--- src/rtl/run_ctrl.sv ---
// run_ctrl: run sequencer for the 9-bit-instruction / 8-bit-datapath core.
// Holds the core in reset, releases it, gates it with core_en, and stops on
// the halt instruction or when the RUN-cycle budget expires.
// Optional single-step support is compiled in with `define RUN_CTRL_STEP_EN.
module run_ctrl #(
    parameter int                   PC_W      = 6,
    parameter int                   INSTR_W   = 9,
    parameter logic [INSTR_W-1:0]   HALT_CODE = 9'h1FF,
    parameter int                   INIT_CYC  = 2,
    parameter int                   MAX_CYC   = 4096,
    parameter int                   CNT_W     = 16
) (
    input  logic               clk,
    input  logic               reset,
    input  logic               start,
    input  logic [INSTR_W-1:0] instruction,
    input  logic [PC_W-1:0]    pc,
`ifdef RUN_CTRL_STEP_EN
    input  logic               step_mode,
    input  logic               step,
`endif
    output logic               core_reset,
    output logic               core_en,
    output logic               busy,
    output logic               done,
    output logic               timed_out,
    output logic [CNT_W-1:0]   cycle_count,
    output logic [PC_W-1:0]    halt_pc
);

    localparam logic [1:0] S_IDLE = 2'd0;
    localparam logic [1:0] S_INIT = 2'd1;
    localparam logic [1:0] S_RUN  = 2'd2;
    localparam logic [1:0] S_DONE = 2'd3;

    // Counter wide enough to count 0..INIT_CYC-1 (INIT_CYC is at least 1).
    localparam int                INIT_W    = $clog2(INIT_CYC + 1);
    localparam logic [INIT_W-1:0] INIT_LAST = INIT_W'(INIT_CYC - 1);
    localparam logic [CNT_W-1:0]  MAX_CNT   = CNT_W'(MAX_CYC);

    logic [1:0]        state_q, state_d;
    logic [INIT_W-1:0] init_cnt_q, init_cnt_d;
    logic [CNT_W-1:0]  cycle_count_q, cycle_count_d;
    logic [PC_W-1:0]   halt_pc_q, halt_pc_d;
    logic              timed_out_q, timed_out_d;
    logic              core_reset_q, core_reset_d;
    logic              core_en_q, core_en_d;
    logic              busy_q, busy_d;
    logic              done_q, done_d;

    logic [CNT_W-1:0]  cnt_inc;
    logic              run_en;
    logic              step_ok;

`ifdef RUN_CTRL_STEP_EN
    logic step_q;

    // Step history for rising-edge detection of the step input.
    always_ff @(posedge clk) begin
        if (reset) begin
            step_q <= 1'b0;
        end else begin
            step_q <= step;
        end
    end

    // In step mode the core advances once per 0->1 step transition.
    always_comb begin
        step_ok = 1'b1;
        if (step_mode) begin
            step_ok = step & ~step_q;
        end
    end
`else
    // Without stepping support the core free-runs in RUN.
    always_comb begin
        step_ok = 1'b1;
    end
`endif

    // Next-state, counters and the registered output decode.
    always_comb begin
        state_d       = state_q;
        init_cnt_d    = init_cnt_q;
        cycle_count_d = cycle_count_q;
        halt_pc_d     = halt_pc_q;
        timed_out_d   = timed_out_q;

        // Saturating increment: the count sticks at all-ones.
        cnt_inc = (&cycle_count_q) ? cycle_count_q : cycle_count_q + 1'b1;
        // Only cycles where the core actually advanced are counted/checked.
        run_en  = (state_q == S_RUN) && core_en_q;

        case (state_q)
            S_IDLE, S_DONE: begin
                if (start) begin
                    state_d       = S_INIT;
                    init_cnt_d    = '0;
                    cycle_count_d = '0;
                    timed_out_d   = 1'b0;
                    halt_pc_d     = '0;
                end
            end
            S_INIT: begin
                if (init_cnt_q == INIT_LAST) begin
                    state_d = S_RUN;
                end else begin
                    init_cnt_d = init_cnt_q + 1'b1;
                end
            end
            S_RUN: begin
                if (run_en) begin
                    cycle_count_d = cnt_inc;
                    // Halt takes priority over budget expiry on the same cycle.
                    if (instruction == HALT_CODE) begin
                        state_d   = S_DONE;
                        halt_pc_d = pc;
                    end else if ((MAX_CYC != 0) && (cnt_inc == MAX_CNT)) begin
                        state_d     = S_DONE;
                        timed_out_d = 1'b1;
                        halt_pc_d   = pc;
                    end
                end
            end
            default: begin
                state_d = S_IDLE;
            end
        endcase

        // Outputs are registered from the next state so they line up with it.
        core_reset_d = (state_d == S_IDLE) || (state_d == S_INIT);
        busy_d       = (state_d == S_INIT) || (state_d == S_RUN);
        done_d       = (state_d == S_DONE);
        core_en_d    = (state_d == S_RUN) && step_ok;
    end

    // State and output registers; reset returns everything to IDLE.
    always_ff @(posedge clk) begin
        if (reset) begin
            state_q       <= S_IDLE;
            init_cnt_q    <= '0;
            cycle_count_q <= '0;
            halt_pc_q     <= '0;
            timed_out_q   <= 1'b0;
            core_reset_q  <= 1'b1;
            core_en_q     <= 1'b0;
            busy_q        <= 1'b0;
            done_q        <= 1'b0;
        end else begin
            state_q       <= state_d;
            init_cnt_q    <= init_cnt_d;
            cycle_count_q <= cycle_count_d;
            halt_pc_q     <= halt_pc_d;
            timed_out_q   <= timed_out_d;
            core_reset_q  <= core_reset_d;
            core_en_q     <= core_en_d;
            busy_q        <= busy_d;
            done_q        <= done_d;
        end
    end

    assign core_reset  = core_reset_q;
    assign core_en     = core_en_q;
    assign busy        = busy_q;
    assign done        = done_q;
    assign timed_out   = timed_out_q;
    assign cycle_count = cycle_count_q;
    assign halt_pc     = halt_pc_q;

endmodule

--- config.mk ---
export PLATFORM = sky130hd
export DESIGN_NAME = run_ctrl
export DESIGN_NICKNAME = d
export VERILOG_FILES = /design/src/rtl/run_ctrl.sv
export SDC_FILE = /design/constraint.sdc
export NUM_CORES = 1
export LEC_CHECK = 0
export CELL_PAD_IN_SITES_DETAIL_PLACEMENT = 1
export CELL_PAD_IN_SITES_GLOBAL_PLACEMENT = 2
export CORE_ASPECT_RATIO = 0.5
export CORE_UTILIZATION = 30
export CTS_CLUSTER_DIAMETER = 80
export DETAILED_ROUTE_END_ITERATION = 12
export MAX_ROUTING_LAYER = met4
export PLACE_DENSITY = 0.83
export SLEW_MARGIN = 20
export SYNTH_ARGS = -nofsm -noshare
export SYNTH_HDL_FRONTEND = slang
export SYNTH_SLANG_ARGS = --single-unit
--- constraint.sdc ---
create_clock -name clk -period 4.4 [get_ports clk]
set_input_delay 0.88 -clock clk [delete_from_list [all_inputs] [get_ports clk]]
set_output_delay 0.88 -clock clk [all_outputs]
set_load 0.01 [all_outputs]
After elaboration in Yosys (flattened, before gate mapping)
Cells that the tools add are included.
- add/subtract/negate cells: 2
- eq/ne operators: 15
- mux-type cells: 23
- reductions and logical operators: 13
- operator list (cell ; count):
    16-bit two-way mux ; 3
    16-bit case mux with 2 select lines ; 1
    6-bit two-way mux ; 4
    16-bit by 1-bit adder with 16-bit output, second input constant ; 1
    16-bit by 13-bit == test with 1-bit output, second input constant ; 1
    16-bit AND reduction ; 1
    2-bit two-way mux ; 7
    6-bit case mux with 2 select lines ; 1
    9-bit == test, second input constant ; 1
    2-bit == test, second input constant ; 4
    2-bit inequality test, second input constant ; 4
    2-bit by 1-bit == test with 1-bit output, second input constant ; 3
    2-bit case mux with 3 select lines ; 1
    3-bit AND reduction ; 2
    5-bit AND reduction ; 1
    2-bit logical NOT ; 2
    1-bit two-way mux ; 4
    2-bit case mux with 2 select lines ; 1
    4-bit AND reduction ; 1
    2-bit nonzero test ; 2
    3-bit by 1-bit inequality test with 1-bit output, second input constant ; 1
    2-bit by 1-bit adder with 2-bit output, second input constant ; 1
    1-bit logical OR ; 2
    2-bit by 1-bit inequality test with 1-bit output, second input constant ; 1
    3 further kinds ; 3
- flip-flop bits (word level): 31
- input bits: 18
- output and inout port bits: 27
- logic and storage cells: 62

Longest topological paths before layout
- depth in word-level cells: 9
- mapped depth: 12
- mapped depth without buffers: 10

Worst setup path after synthesis
No wires, ideal clock.
- path type: register -> register
- start point: register cycle_count_q[0], in the netlist cycle_count[0]
- end point: register busy_q, in the netlist busy
- library setup time: 0.127 ns
- data arrival time: 2.924 ns
- required time: 4.273 ns
- setup slack: 1.350 ns
- cell stages (with the launch flop): 13
- buffers on the path: 2
- clock period less this slack: 3.050 ns
- cell sequence: dfxtp_1 > ha_1 > nand4_4 > or4_1 > buf_2 > and3b_4 > mux2i_1 > nor4_2 > buf_6 > o21ai_1 > a21boi_0 > ha_1 > nor2b_1
- cells in the longest elaborated chain, start to end: 9
- elaborated cells between the ends (all ways): 11
- those cells by class: add/sub: 1; eq/ne: 3; mux: 5; reduce/logical: 2
- RTL lines (element ; RTL line ; source):
    from (decl) ; 43 ; logic [CNT_W-1:0] cycle_count_q, cycle_count_d;
    from (signal assigned) ; 152 ; cycle_count_q <= cycle_count_d;
    16-bit by 1-bit adder with 16-bit output or 16-bit AND reduction (tied branches) ; 90 ; cnt_inc = (&cycle_count_q) ? cycle_count_q : cycle_count_q + 1'b1;
    16-bit two-way mux (*) ; 90 ;
    16-bit by 13-bit == test with 1-bit output (*) ; 118 ; end else if ((MAX_CYC != 0) && (cnt_inc == MAX_CNT)) begin
    2-bit two-way mux (*) ; 118 ;
    2-bit two-way mux (*) ; 115 ; if (instruction == HALT_CODE) begin
    2-bit two-way mux (*) ; 112 ; if (run_en) begin
    2-bit case mux with 3 select lines (*) ; 94 ; case (state_q)
    2-bit by 1-bit == test with 1-bit output or 2-bit == test (tied branches) ; 132 ; busy_d = (state_d == S_INIT) || (state_d == S_RUN);
    1-bit logical OR (*) ; 132 ;
    named net busy_d ; 48 ; logic busy_q, busy_d;
    to (signal assigned) ; 157 ; busy_q <= busy_d;
    to (decl) ; 48 ;
The timed path passes the listed nets; every way through them passes the cells marked *.
A chain may end at the register's enable or synchronous reset.

Worst setup path after layout
Ends and elaborated chain as after synthesis.

==> impl_results.md <==
- Status: complete, no violations
- Share of layout cells above drive strength 1: 0.0741
- Core area: 0.00621 mm2
- Clock skew: 0.00375 ns
- Switching part of the total: 0.294
- Final TNS setup: 0 ns
- Minimum clock period after layout: 3.52 ns
- Detailed Routing Iterations Pass 1: 4
- Hold-fix buffers, CTS: 0
- FMAX: 0.284 GHz
- Post-cts resize count: 0
- Fillers: 771
- Die height: 59.3 um
- YS warnings: 0
- Crit path kind: reg -> reg
- CTS buffer count: 5
- Dpl hpwl: 4.25 mm
- Post-synth net total: 287
- Switch Pwr: 0.000272 W
- Root Driver: clkbuf_16
- Leakage power: 0.881 nW
- CTS tree: done
- Clock share of power: 0.447
- First-pass GRT wire length: 9.75 mm
- RSZ-0062 raised after global routing: false
- Worst vdd ir: 0.198 mV
- I/O pins: 45
- Gpl congestion: 0.810
- Skew-Pair Late Insertion Delay: 0.28 ns
- Gate Count Post-Synth: 262
- H-tree depth: 2
- Seq/Total Area, Yosys: 0.315
- Vias in the first global route: 2,032
- Worst setup EP type: flop
- Setup Fix Bufs, Post-CTS: 0
- Final wirelength: 6.05 mm
- Gr ovfl total: 0
- #FFs+latches synth: 31
- Max-Cap Viols: 0
- Worst Setup Start Kind: flop
- PwrDens: 353 mW/mm2
- WP data required: 4.55 ns
- Commonest non-fill, non-tap cell in the layout: clkdlybuf4s50_1
- Vias: 2,076
- Iter 0 DRT Violations: 56
- Avg Cell Area, Syn: 7.51 um2
- I/O Buffers: 44
- P&R area growth vs syn: 33.6%
- Fin. Hold Viols: 0
- Initial antenna violation count: 0
- Ys flop type: dfxtp_1
- Arr. time, crit path: 3.67 ns
- DR vias/cell: 5.39
- Place WS: 0.907 ns
- Die X: 117 um
- Number of diodes: 0
- Nets: 321
- Seq. cell area: 621 um2
- Total die area: 0.00691 mm2
- Synthesized area: 0.00197 mm2
- Worst setup margin: 0.880 ns
- Residual DRC: 0
- CTS Buffer Depth: 2
- Total power: 0.000927 W
- Pin count of the biggest net entering global routing: 31
- Yosys cell types: 49
- Core Rows: 20
- Antenna Nets Post-Route: 0
- Max-Slew Margin vs Limit: 0.538
- Commonest non-fill, non-tap cells in the layout: clkdlybuf4s50_1 (43), nand2_1 (31), dfxtp_1 (31), nor2_1 (23), a21oi_1 (19)
- Initial Utilization: 0.317
- P_int: 0.000655 W
- CTS Sinks: 31
- Post-DP Area: 0.00246 mm2
- Total Routing Usage GR: 0.188
- Gate power share: 0.228
- HP Class: reg -> reg
- Async SR Flop Fraction: 0
- Pins over their slew limit: 0
- Sequential Power Share: 0.326
- Number of enable flip-flop cells after synthesis: 0
- Final period util: 0.800
- Worst Tran Pin Value: 0.687 ns
- Final setup violation count: 0
- Final Cell Area: 0.00263 mm2
- Final Util: 0.424
- Area of the multi-input gates: 0.00123 mm2
- Critical Path Fanout Max: 15
- DR WL/cell: 15.7 um
- Worst-path clk slew: 0.05 ns
final cells by class:
| cell class | count | area share |
|---|---|---|
| repair buffers | 49 | 0.180 |
| clock buffers | 6 | 0.0528 |
| well taps | 88 | 0.0419 |
| flip-flops and latches | 31 | 0.236 |
| clock inverters | 2 | 0.0133 |
| inverters | 7 | 0.00999 |
| multi-input cells | 202 | 0.466 |
critical path, cell delays in order (launching register included):
cell and delay [ns]:
dfxtp_1 0.45, ha_1 0.35, nand4_4 0.20, or4_1 0.83
and4_1 0.31, o22ai_1 0.22, nor4_2 0.08, buf_4 0.19
o21ai_1 0.21, a21boi_0 0.14, ha_1 0.28, nor2b_1 0.13
worst paths after layout:
| kind | cells after the start | start | slack (ns) | endpoint |
|---|---|---|---|---|
| setup / recovery | 11 | cycle_count[0] | 0.88 | busy |
| hold / removal | 2 | halt_pc[1] | 0.50 | halt_pc[1] |
| setup reg to reg | 11 | cycle_count[0] | 0.88 | busy |
| hold reg to reg | 2 | halt_pc[1] | 0.50 | halt_pc[1] |
kinds of logic after synthesis:
| group | Yosys count | synth area share |
|---|---|---|
| buf+inv | 29 | 0.0642 |
| fa+ha+maj | 7 | 0.0445 |
| compound gates | 67 | 0.222 |
| mux | 1 | 0.00509 |
| flops | 31 | 0.315 |
| xor+xnor | 5 | 0.0223 |
| simple gates | 122 | 0.327 |
cell usage after synthesis, types with 6 or more instances:
| cell | count | area [um2] |
|---|---|---|
| buf_2 | 8 | 40.0 |
| dfxtp_1 | 31 | 621 |
| nor2_1 | 23 | 86.3 |
| ha_1 | 7 | 87.6 |
| o2111ai_1 | 6 | 52.6 |
| nor3_1 | 15 | 75.1 |
| o21ai_0 | 8 | 40.0 |
| inv_1 | 7 | 26.3 |
| a21oi_1 | 19 | 95.1 |
| clkbuf_1 | 13 | 48.8 |
| or3_1 | 8 | 50.1 |
| nand3_1 | 9 | 45.0 |
| nand2_1 | 31 | 116 |
| nand4_1 | 10 | 62.6 |
| a31oi_1 | 8 | 50.1 |
power by group through the flow:
stage | clock network (W) | registers, W | logic, W
floorplan | 0 | 0.000308 | 0.000137
global placement | 0 | 0.000307 | 0.000201
detailed placement | 0 | 0.000308 | 0.000211
CTS | 0.000422 | 0.000302 | 0.000212
global route | 0.000428 | 0.000304 | 0.000231
finish | 0.000414 | 0.000302 | 0.000211
routing by layer:
metal  vias to the layer above  GRT usage  wire length (um)
met5                         -          -                 0
met4                         0     0.0488                53
met3                         7     0.0368               174
met2                        42      0.308              2800
met1                       999      0.240              3020
li1                       1028          -                 -
registers in the layout (all words and copies together), names as in the netlist:
signal	flops
halt_pc	6
cycle_count	16
state_q	2
done	1
core_reset	1
core_en	1
timed_out	1
busy	1
init_cnt_q	2
per-stage QoR:
| stage | hold slack (ns) | instances |
|---|---|---|
| after floorplan | 0.500 | 262 |
| after global placement | 0.473 | 377 |
| after detailed placement | 0.484 | 377 |
| after CTS | 0.498 | 385 |
| after global routing | 0.519 | 385 |
| final | 0.496 | 385 |
(Power assumes the default switching activity.)
